[config.mk]
export PLATFORM = sky130hd
export DESIGN_NAME = wavetable_read_server
export DESIGN_NICKNAME = d
export VERILOG_FILES = /design/src/rtl/wavetable_read_server.sv
export SDC_FILE = /design/constraint.sdc
export NUM_CORES = 1
export LEC_CHECK = 0
export BUFFER_PORTS_ARGS = -buffer_cell sky130_fd_sc_hd__buf_2
export CELL_PAD_IN_SITES_DETAIL_PLACEMENT = 0
export CELL_PAD_IN_SITES_GLOBAL_PLACEMENT = 1
export CORE_AREA = 3 3 76 150
export CTS_CLUSTER_DIAMETER = 30
export DETAILED_ROUTE_END_ITERATION = 8
export DIE_AREA = 0 0 79 153
export GPL_ROUTABILITY_DRIVEN = 0
export PLACE_DENSITY_LB_ADDON = 0.1
export SLEW_MARGIN = 20
export SYNTH_ARGS = -nofsm -noshare
export SYNTH_HDL_FRONTEND = slang
export SYNTH_SLANG_ARGS = --single-unit
[constraint.sdc]
create_clock -name Clk -period 3.45 [get_ports Clk]
set_input_delay 0 -clock Clk [delete_from_list [all_inputs] [get_ports Clk]]
set_output_delay 0 -clock Clk [all_outputs]
set_load 0.1 [all_outputs]
[src/rtl/wavetable_read_server.sv]
// rtl/wavetable_read_server.sv - round-robin wavetable read server for NUM_VOICES oscillators
//
// Purpose: captures one-cycle read requests from each oscillator voice and
// arbitrates them round-robin onto a single pipelined sample memory. Each
// sample comes back on a shared bus with a one-hot load strobe naming the voice.
//
// Ports:
//   Clk         system clock, rising edge
//   Reset       synchronous active-high reset
//   readEn      per-voice request strobe
//   addrIn      per-voice request address, voice v at [v*A_WIDTH +: A_WIDTH]
//   clrOverrun  clears all overrun flags (a same-edge overrun event wins)
//   memRdEn     memory read strobe
//   memAddr     memory read address
//   memData     memory read data, valid MEM_LAT cycles after memRdEn
//   sampOut     returned sample, shared by all voices
//   load        one-hot strobe naming the voice that owns sampOut
//   overrun     sticky per-voice flag: a request was overwritten before service
module wavetable_read_server #(
  parameter int NUM_VOICES = 4,
  parameter int D_WIDTH    = 16,
  parameter int A_WIDTH    = 12,
  parameter int MEM_LAT    = 2
) (
  input  logic                          Clk,
  input  logic                          Reset,
  input  logic [NUM_VOICES-1:0]         readEn,
  input  logic [NUM_VOICES*A_WIDTH-1:0] addrIn,
  input  logic                          clrOverrun,
  output logic                          memRdEn,
  output logic [A_WIDTH-1:0]            memAddr,
  input  logic [D_WIDTH-1:0]            memData,
  output logic [D_WIDTH-1:0]            sampOut,
  output logic [NUM_VOICES-1:0]         load,
  output logic [NUM_VOICES-1:0]         overrun
);

  localparam int PTR_W = $clog2(NUM_VOICES);
  localparam logic [PTR_W-1:0] LAST_IDX = PTR_W'(NUM_VOICES - 1);

  // Request holding registers
  logic [NUM_VOICES-1:0] pending_q, pending_d;
  logic [A_WIDTH-1:0]    addr_q [NUM_VOICES];
  logic [A_WIDTH-1:0]    addr_d [NUM_VOICES];
  logic [PTR_W-1:0]      ptr_q, ptr_d;

  // Memory request port
  logic                  rd_en_q, rd_en_d;
  logic [A_WIDTH-1:0]    rd_addr_q, rd_addr_d;

  // Tag pipeline: stage 0 lines up with memAddr, last stage lines up with memData
  logic [MEM_LAT-1:0]    tag_vld_q, tag_vld_d;
  logic [PTR_W-1:0]      tag_vid_q [MEM_LAT];
  logic [PTR_W-1:0]      tag_vid_d [MEM_LAT];

  // Return side
  logic [D_WIDTH-1:0]    samp_q, samp_d;
  logic [NUM_VOICES-1:0] load_q, load_d;
  logic [NUM_VOICES-1:0] ovr_q, ovr_d;

  // Arbitration result
  logic                  grant_vld;
  logic [PTR_W-1:0]      grant_idx;
  logic [PTR_W-1:0]      scan;

  // Round-robin search starting at the pointer. The scan index wraps
  // explicitly so non-power-of-two voice counts never index past the end.
  always_comb begin
    grant_vld = 1'b0;
    grant_idx = '0;
    scan      = ptr_q;
    for (int i = 0; i < NUM_VOICES; i++) begin
      if (!grant_vld && pending_q[scan]) begin
        grant_vld = 1'b1;
        grant_idx = scan;
      end
      scan = (scan == LAST_IDX) ? '0 : scan + 1'b1;
    end
  end

  always_comb begin
    pending_d = pending_q;
    addr_d    = addr_q;
    ptr_d     = ptr_q;
    rd_en_d   = grant_vld;
    rd_addr_d = rd_addr_q;
    ovr_d     = clrOverrun ? '0 : ovr_q;
    tag_vld_d = '0;
    for (int k = 0; k < MEM_LAT; k++) begin
      tag_vid_d[k] = '0;
    end
    samp_d    = samp_q;
    load_d    = '0;

    if (grant_vld) begin
      pending_d[grant_idx] = 1'b0;
      rd_addr_d            = addr_q[grant_idx];
      ptr_d                = (grant_idx == LAST_IDX) ? '0 : grant_idx + 1'b1;
    end

    // New requests are applied after the grant clear, so a voice re-requesting
    // on its own grant edge keeps pending set with the new address. That case
    // is not an overrun because the old request was just served.
    for (int v = 0; v < NUM_VOICES; v++) begin
      if (readEn[v]) begin
        if (pending_q[v] && !(grant_vld && grant_idx == PTR_W'(v))) begin
          ovr_d[v] = 1'b1;
        end
        pending_d[v] = 1'b1;
        addr_d[v]    = addrIn[v*A_WIDTH +: A_WIDTH];
      end
    end

    tag_vld_d[0] = grant_vld;
    tag_vid_d[0] = grant_idx;
    for (int k = 1; k < MEM_LAT; k++) begin
      tag_vld_d[k] = tag_vld_q[k-1];
      tag_vid_d[k] = tag_vid_q[k-1];
    end

    if (tag_vld_q[MEM_LAT-1]) begin
      samp_d                          = memData;
      load_d[tag_vid_q[MEM_LAT-1]]    = 1'b1;
    end
  end

  always_ff @(posedge Clk) begin
    if (Reset) begin
      pending_q <= '0;
      for (int v = 0; v < NUM_VOICES; v++) begin
        addr_q[v] <= '0;
      end
      ptr_q     <= '0;
      rd_en_q   <= 1'b0;
      rd_addr_q <= '0;
      tag_vld_q <= '0;
      for (int k = 0; k < MEM_LAT; k++) begin
        tag_vid_q[k] <= '0;
      end
      samp_q    <= '0;
      load_q    <= '0;
      ovr_q     <= '0;
    end else begin
      pending_q <= pending_d;
      addr_q    <= addr_d;
      ptr_q     <= ptr_d;
      rd_en_q   <= rd_en_d;
      rd_addr_q <= rd_addr_d;
      tag_vld_q <= tag_vld_d;
      tag_vid_q <= tag_vid_d;
      samp_q    <= samp_d;
      load_q    <= load_d;
      ovr_q     <= ovr_d;
    end
  end

  assign memRdEn = rd_en_q;
  assign memAddr = rd_addr_q;
  assign sampOut = samp_q;
  assign load    = load_q;
  assign overrun = ovr_q;

endmodule

==> results of run 1 <==
-- cells by family (layout without fill, tap and decap cells) --
kind of cell	after synthesis	in the layout	synth area share (%)
simple gates	150	150	15.8
flops	96	96	47.7
mux	83	83	20.7
compound gates	49	49	9.12
buf+inv	37	200	4.62
fa+ha+maj	5	5	1.55
xor+xnor	2	2	0.621
-- path summary, 6_finish.rpt --
check	endpoint	slack [ns]	cells past startpoint
worst max-delay path	memAddr[4]$_SDFFE_PP0P_	0.45	9
worst max register to register	memAddr[4]$_SDFFE_PP0P_	0.45	9
worst min register to register	tag_vid_q[1]$_SDFF_PP0_	0.44	1
worst min-delay path	overrun[3]$_SDFF_PP0_	0.11	4
-- flip-flops by register name, summed over array words and instances (netlist names) --
name and cells:
memAddr 12, tag_vid_d 2, tag_vid_q 2, addr_q 48
ptr_q 2, load 4, pending_q 4, tag_vld_q 2
overrun 4, sampOut 16
-- layer usage --
metal  track usage (%)  wire, um  vias up
met5                 0         0        -
met2              36.2      6370       90
li1                  -         -     1760
met3              2.95       439       18
met1              18.0      3990     1627
met4              9.18       286        0
-- synthesized netlist by cell type (3+ instances only) --
cell type / number / area (um2)
o21ai_1: 7 / 35.0
buf_2: 4 / 20.0
nand2_1: 25 / 93.8
dfxtp_1: 96 / 1920
mux2i_1: 81 / 811
nand2b_1: 3 / 18.8
ha_1: 5 / 62.6
nand3_1: 15 / 75.1
nor2_1: 92 / 345
a21oi_1: 5 / 25.0
buf_6: 5 / 56.3
a211oi_1: 3 / 22.5
a32oi_1: 5 / 43.8
a211o_1: 12 / 105
inv_1: 6 / 22.5
nor2b_1: 5 / 31.3
o21ai_0: 5 / 25.0
o211ai_1: 4 / 30.0
clkbuf_1: 18 / 67.6
-- critical path, delay by kind of cell, from the launching register on --
| kind | cells | cell delay, ns |
|---|---|---|
| buffers and inverters | 1 | 0.27 |
| XOR/XNOR | 1 | 0.16 |
| AO/OA/AOI/OAI | 3 | 0.88 |
| multiplexers | 2 | 0.65 |
| adder cells (fa/ha/maj) | 1 | 0.52 |
| flip-flops | 1 | 0.31 |
| AND/OR/NAND/NOR | 1 | 0.10 |
-- layout by cell type (no fill, tap or decap), types with 2 or more instances in the layout --
cell type / instances
o21ai_1: 7
buf_4: 6
ha_1: 5
and3_1: 2
buf_2: 107
mux2_2: 2
dlygate4sd3_1: 64
o21ai_0: 5
a211o_1: 12
mux2i_1: 81
o21ai_2: 2
clkbuf_16: 9
nor2_1: 92
inv_6: 2
nand2_1: 25
inv_1: 6
nor2b_1: 5
a32oi_1: 5
nand3_1: 15
a211oi_1: 3
nand2b_1: 3
o211ai_1: 4
dfxtp_1: 96
a21oi_1: 5
-- final cells by class --
| type | count | area, um2 | area share [%] |
|---|---|---|---|
| multi-input cells | 289 | 1920 | 34.6 |
| clock buffers | 11 | 243 | 4.36 |
| well taps | 137 | 171 | 3.08 |
| clock inverters | 5 | 38.8 | 0.697 |
| repair buffers | 178 | 1240 | 22.3 |
| inverters | 6 | 22.5 | 0.405 |
| flip-flops and latches | 96 | 1920 | 34.5 |
-- per-stage QoR --
step | total power, mW | hold WS (ns) | setup WS [ns]
finish | 4.49 | 0.107 | 0.445
global route | 4.72 | 0.144 | 0.273
CTS | 4.52 | 0.0963 | 0.406
detailed placement | 3.52 | 0.242 | 0.422
global placement | 3.50 | 0.237 | 0.484
floorplan | 3.11 | 0.147 | 0.906
-- repair_timing --
| item | in CTS | in global routing |
|---|---|---|
| gates resized for setup | 0 | 0 |
| hold buffers | 64 | 0 |
| hold endpoints to repair | 64 | 0 |
-- power by group --
part	total [mW]	internal, mW	leakage [nW]	switching [mW]
registers	1.40	1.28	0.790	0.120
logic	2.15	0.627	1.75	1.52
clock network	0.941	0.514	0.137	0.427
total	4.49	2.42	2.68	2.07
==> results.cfg, run 1 <==
[floorplanning]
initial_core_util_pct = 38.5
ioPinCount = 108
design.die.area_mm2 = 0.0121
core.rowCount = 53
die_w_um = 79
core_mm2 = 0.0105
die_h_um = 153

[detailed_routing]
drtAntennaViolNets = 0
wl_um = 11100
wire_per_inst_um = 15.4
dr.pass1.iters = 4
num_vias = 3495
drt-initial-drc-count = 91
avgViaCountPerCell = 4.84
drc = 0

[global_route]
grt_max_degree = 50
grt_pass1_wl_um = 17300
grt_usage_pct = 18.6
grt_pass1_vias = 3558
antenna_found_initial = 0
gr-total-overflow = 0

[timing]
slew_violations = 0
finalHoldViolations = 0
setup_tns_ns = 0
period_needed_ns = 3.00
timing.slew.headroom_pct = 38.2
post-route-period-util_pct = 87.1
skew_ns = 0.00749
setup_viol = 0
tightest_slew_ns = 0.926
clock.fmax_ghz = 0.333
rsz0062_at_grt = no

[setup_path]
crit_fanout = 40
r2r_start = ptr_q[0]$_SDFFE_PP0P_
timing.critical_path.mode_cell = mux2i_1
crit_start = ptr_q[0]$_SDFFE_PP0P_
worstPathArrival_ns = 3.23
cp_slowest_cell = ha_1
crit_path_start_kind = flip-flop
worstSetupPathType = reg2reg
slowest_delay_ns = 0.52
cp-end-kind = flip-flop
worstPathRequired_ns = 3.68
crit_chain = ha_1, xnor2_2, mux2i_1, a21boi_0, o211ai_1, buf_12, mux2i_1, nor2_1, a211o_1

[logic_synthesis]
synthCells = 422
synth_cell_types = 41
syn_avg_cell_area_um2 = 9.56
synthFlopType = dfxtp_1
synth_area_mm2 = 0.00403
synth_enable_flop_cells = 0
synth-seq-cells = 96
yosys_warnings = 0
seq_area_frac_synth_pct = 47.7
synth_fp_nets = 498
synthArstFlopShare_pct = 0

[clock_tree]
cts-root-buf = clkbuf_16
post_cts_buffers = 0
clock_latency_ns = 0.34
cts_tree = done
cts_made_buffers = 9
clk_path_buf_depth = 2
clk_pin_slew_ns = 0.06
htree_levels = 3
cts_sinks = 96

[power]
p_per_area_mw_per_mm2 = 806
p_leak_nw = 2.68
irDropWorstVdd_mv = 0.740

[layout]
fillerInstances = 1033
final_util_pct = 53.1
antennaDiodeCount = 0
area_growth_pct = 37.9
final_cells = 722
nNetsFinal = 656
design_area_mm2 = 0.00556
layout-drive-gt1-share_pct = 23.4

[hold_path]
hp-start = clrOverrun
hold_path.class = in2reg

[status]
status = finished, final reports clean

[job]
cap_violations = 0

[placement]
hpwl_um = 7860
dpl_cell_area_mm2 = 0.00464
io_buffers = 107
dp_cells = 642
Note: power is estimated with default switching activity, not from simulation.
==> run 2: changes to the inputs <==
- GPL_TIMING_DRIVEN: default -> 0
==> results.cfg, run 2 (same netlist as run 1, synthesis figures left out) <==
[global_route]
grt_max_degree = 17
grt_pass1_wl_um = 18300
grt_use_met1_pct = 18.2
met2_usage_pct = 38.7
antenna_found_initial = 0
gr-total-overflow = 0
top_usage_layer = met2
grt_pass1_vias = 3822
grt_usage_pct = 19.8
met3_usage_pct = 4.30

[floorplanning]
die_w_um = 79
ioPinCount = 108
initial_core_util_pct = 38.5
die_h_um = 153
design.die.area_mm2 = 0.0121
core_mm2 = 0.0105
core.rowCount = 53

[layout]
final_cells = 742
final_cell_mix = buf_2, dfxtp_1, nor2_1
final_util_pct = 54.3
largest-register = addr_q
antennaDiodeCount = 0
area_growth_pct = 41.1
largest_reg_flops = 48
nNetsFinal = 676
layout-drive-gt1-share_pct = 22.6
layout_commonest_cell = buf_2

[timing]
setup_ws_ns = 0.257
tightest_slew_ns = 0.786
slew_violations = 0
skew_ns = 0.00850
hold-worst-slack_ns = 0.0283
finalHoldViolations = 0
rsz0062_at_grt = no
post-route-period-util_pct = 92.6
period_needed_ns = 3.19
setup_tns_ns = 0
setup_viol = 0
clock.fmax_ghz = 0.313
timing.slew.headroom_pct = 47.6

[setup_path]
worstSetupPathType = reg2reg
worst-r2r-setup-slack_ns = 0.26
worstPathArrival_ns = 3.47
cp-end-kind = flip-flop
critPathBufInv = 4
r2r-end = overrun[2]$_SDFF_PP0_
reg2reg_depth = 13
path_delay_family = buffers and inverters
cp_slowest_cell = dfxtp_1
crit_path_start_kind = flip-flop
crit_chain = ha_1, buf_6, xnor2_2, mux2i_1, a21boi_0, o211ai_1, buf_4, buf_6, inv_1, ha_1, nand2_1, a32oi_1, nor2_1
slowest_delay_ns = 0.48
r2r_start = ptr_q[1]$_SDFFE_PP0P_
crit_fanout = 11
worstPathRequired_ns = 3.72

[clock_tree]
clk_path_buf_depth = 2
cts-root-buf = clkbuf_16
post_cts_buffers = 0
cts_made_buffers = 9
cts_sinks = 96
clock_latency_ns = 0.34
cts_resized = 0
clk_pin_slew_ns = 0.07
cts_tree = done
htree_levels = 3
holdBufCountCts = 64

[detailed_routing]
wire_per_inst_um = 15.6
num_vias = 3569
dr.pass1.iters = 5
drt-initial-drc-count = 112
avgViaCountPerCell = 4.81
drc = 0
wl_um = 11600
drtAntennaViolNets = 0

[power]
p_int_mw = 2.59
swShare_pct = 44.7
p_per_area_mw_per_mm2 = 824
clkPwrFrac_pct = 23.4
p_seq_share_pct = 29.3
p_leak_nw = 2.72
power_frac_comb_pct = 47.2
irDropWorstVdd_mv = 0.673
p_sw_mw = 2.10

[job]
cap_violations = 0

[hold_path]
worstHoldEndpoint = tag_vid_d[0]$_SDFF_PP0_
hold_depth = 3
hold_path.class = in2reg
hp-start = Reset

[placement]
hpwl_um = 8420
io_buffers = 103
post-place-ws_ns = 0.263
dp_cells = 662

[status]
status = finished, final reports clean
-- run 2: tightest hold or removal path: cells and delay by family --
family / cells / cell delay, ns
buffers and inverters: 2 / 0.25
AO/OA/AOI/OAI: 1 / 0.07
-- run 2: power by group through the flow --
stage	clock network, mW	logic (mW)	registers [mW]
after floorplan	0	1.03	2.08
after global placement	0	2.14	1.40
after detailed placement	0	2.16	1.40
after CTS	1.13	2.23	1.38
after global routing	1.17	2.38	1.40
final	1.10	2.21	1.38
-- run 2: per-stage QoR --
step | power (mW) | cell area, um2
final | 4.69 | 5690
after global routing | 4.94 | 5690
after floorplan | 3.11 | 4030
after detailed placement | 3.56 | 4720
after global placement | 3.54 | 4720
after CTS | 4.73 | 5690
-- run 2: worst max-delay path by stage --
stage	startpoint	end	slack, ns	depth (start not counted)
2_1_floorplan	ptr_q[1]$_SDFFE_PP0P_	overrun[2]$_SDFF_PP0_	0.91	13
3_3_place_gp	ptr_q[1]$_SDFFE_PP0P_	overrun[2]$_SDFF_PP0_	0.28	13
3_5_place_dp	ptr_q[1]$_SDFFE_PP0P_	overrun[2]$_SDFF_PP0_	0.26	13
4_1_cts	ptr_q[1]$_SDFFE_PP0P_	overrun[2]$_SDFF_PP0_	0.25	13
5_1_grt	ptr_q[1]$_SDFFE_PP0P_	overrun[2]$_SDFF_PP0_	0.07	13
6_report	ptr_q[1]$_SDFFE_PP0P_	overrun[2]$_SDFF_PP0_	0.26	13
-- run 2: layer usage --
layer  vias up  wire (um)
met5         -          0
met4         0        439
met3        31        504
met2       112       6650
met1      1633       4000
li1       1793          -
-- run 2: final cells by class --
class	instances	area, um2
plain buffers	31	164
well taps	137	171
flip-flops and latches	96	1920
repair buffers	167	1160
clock buffers	11	243
inverters	6	22.5
fillers	1048	4790
multi-input cells	289	1920
clock inverters	5	86.3
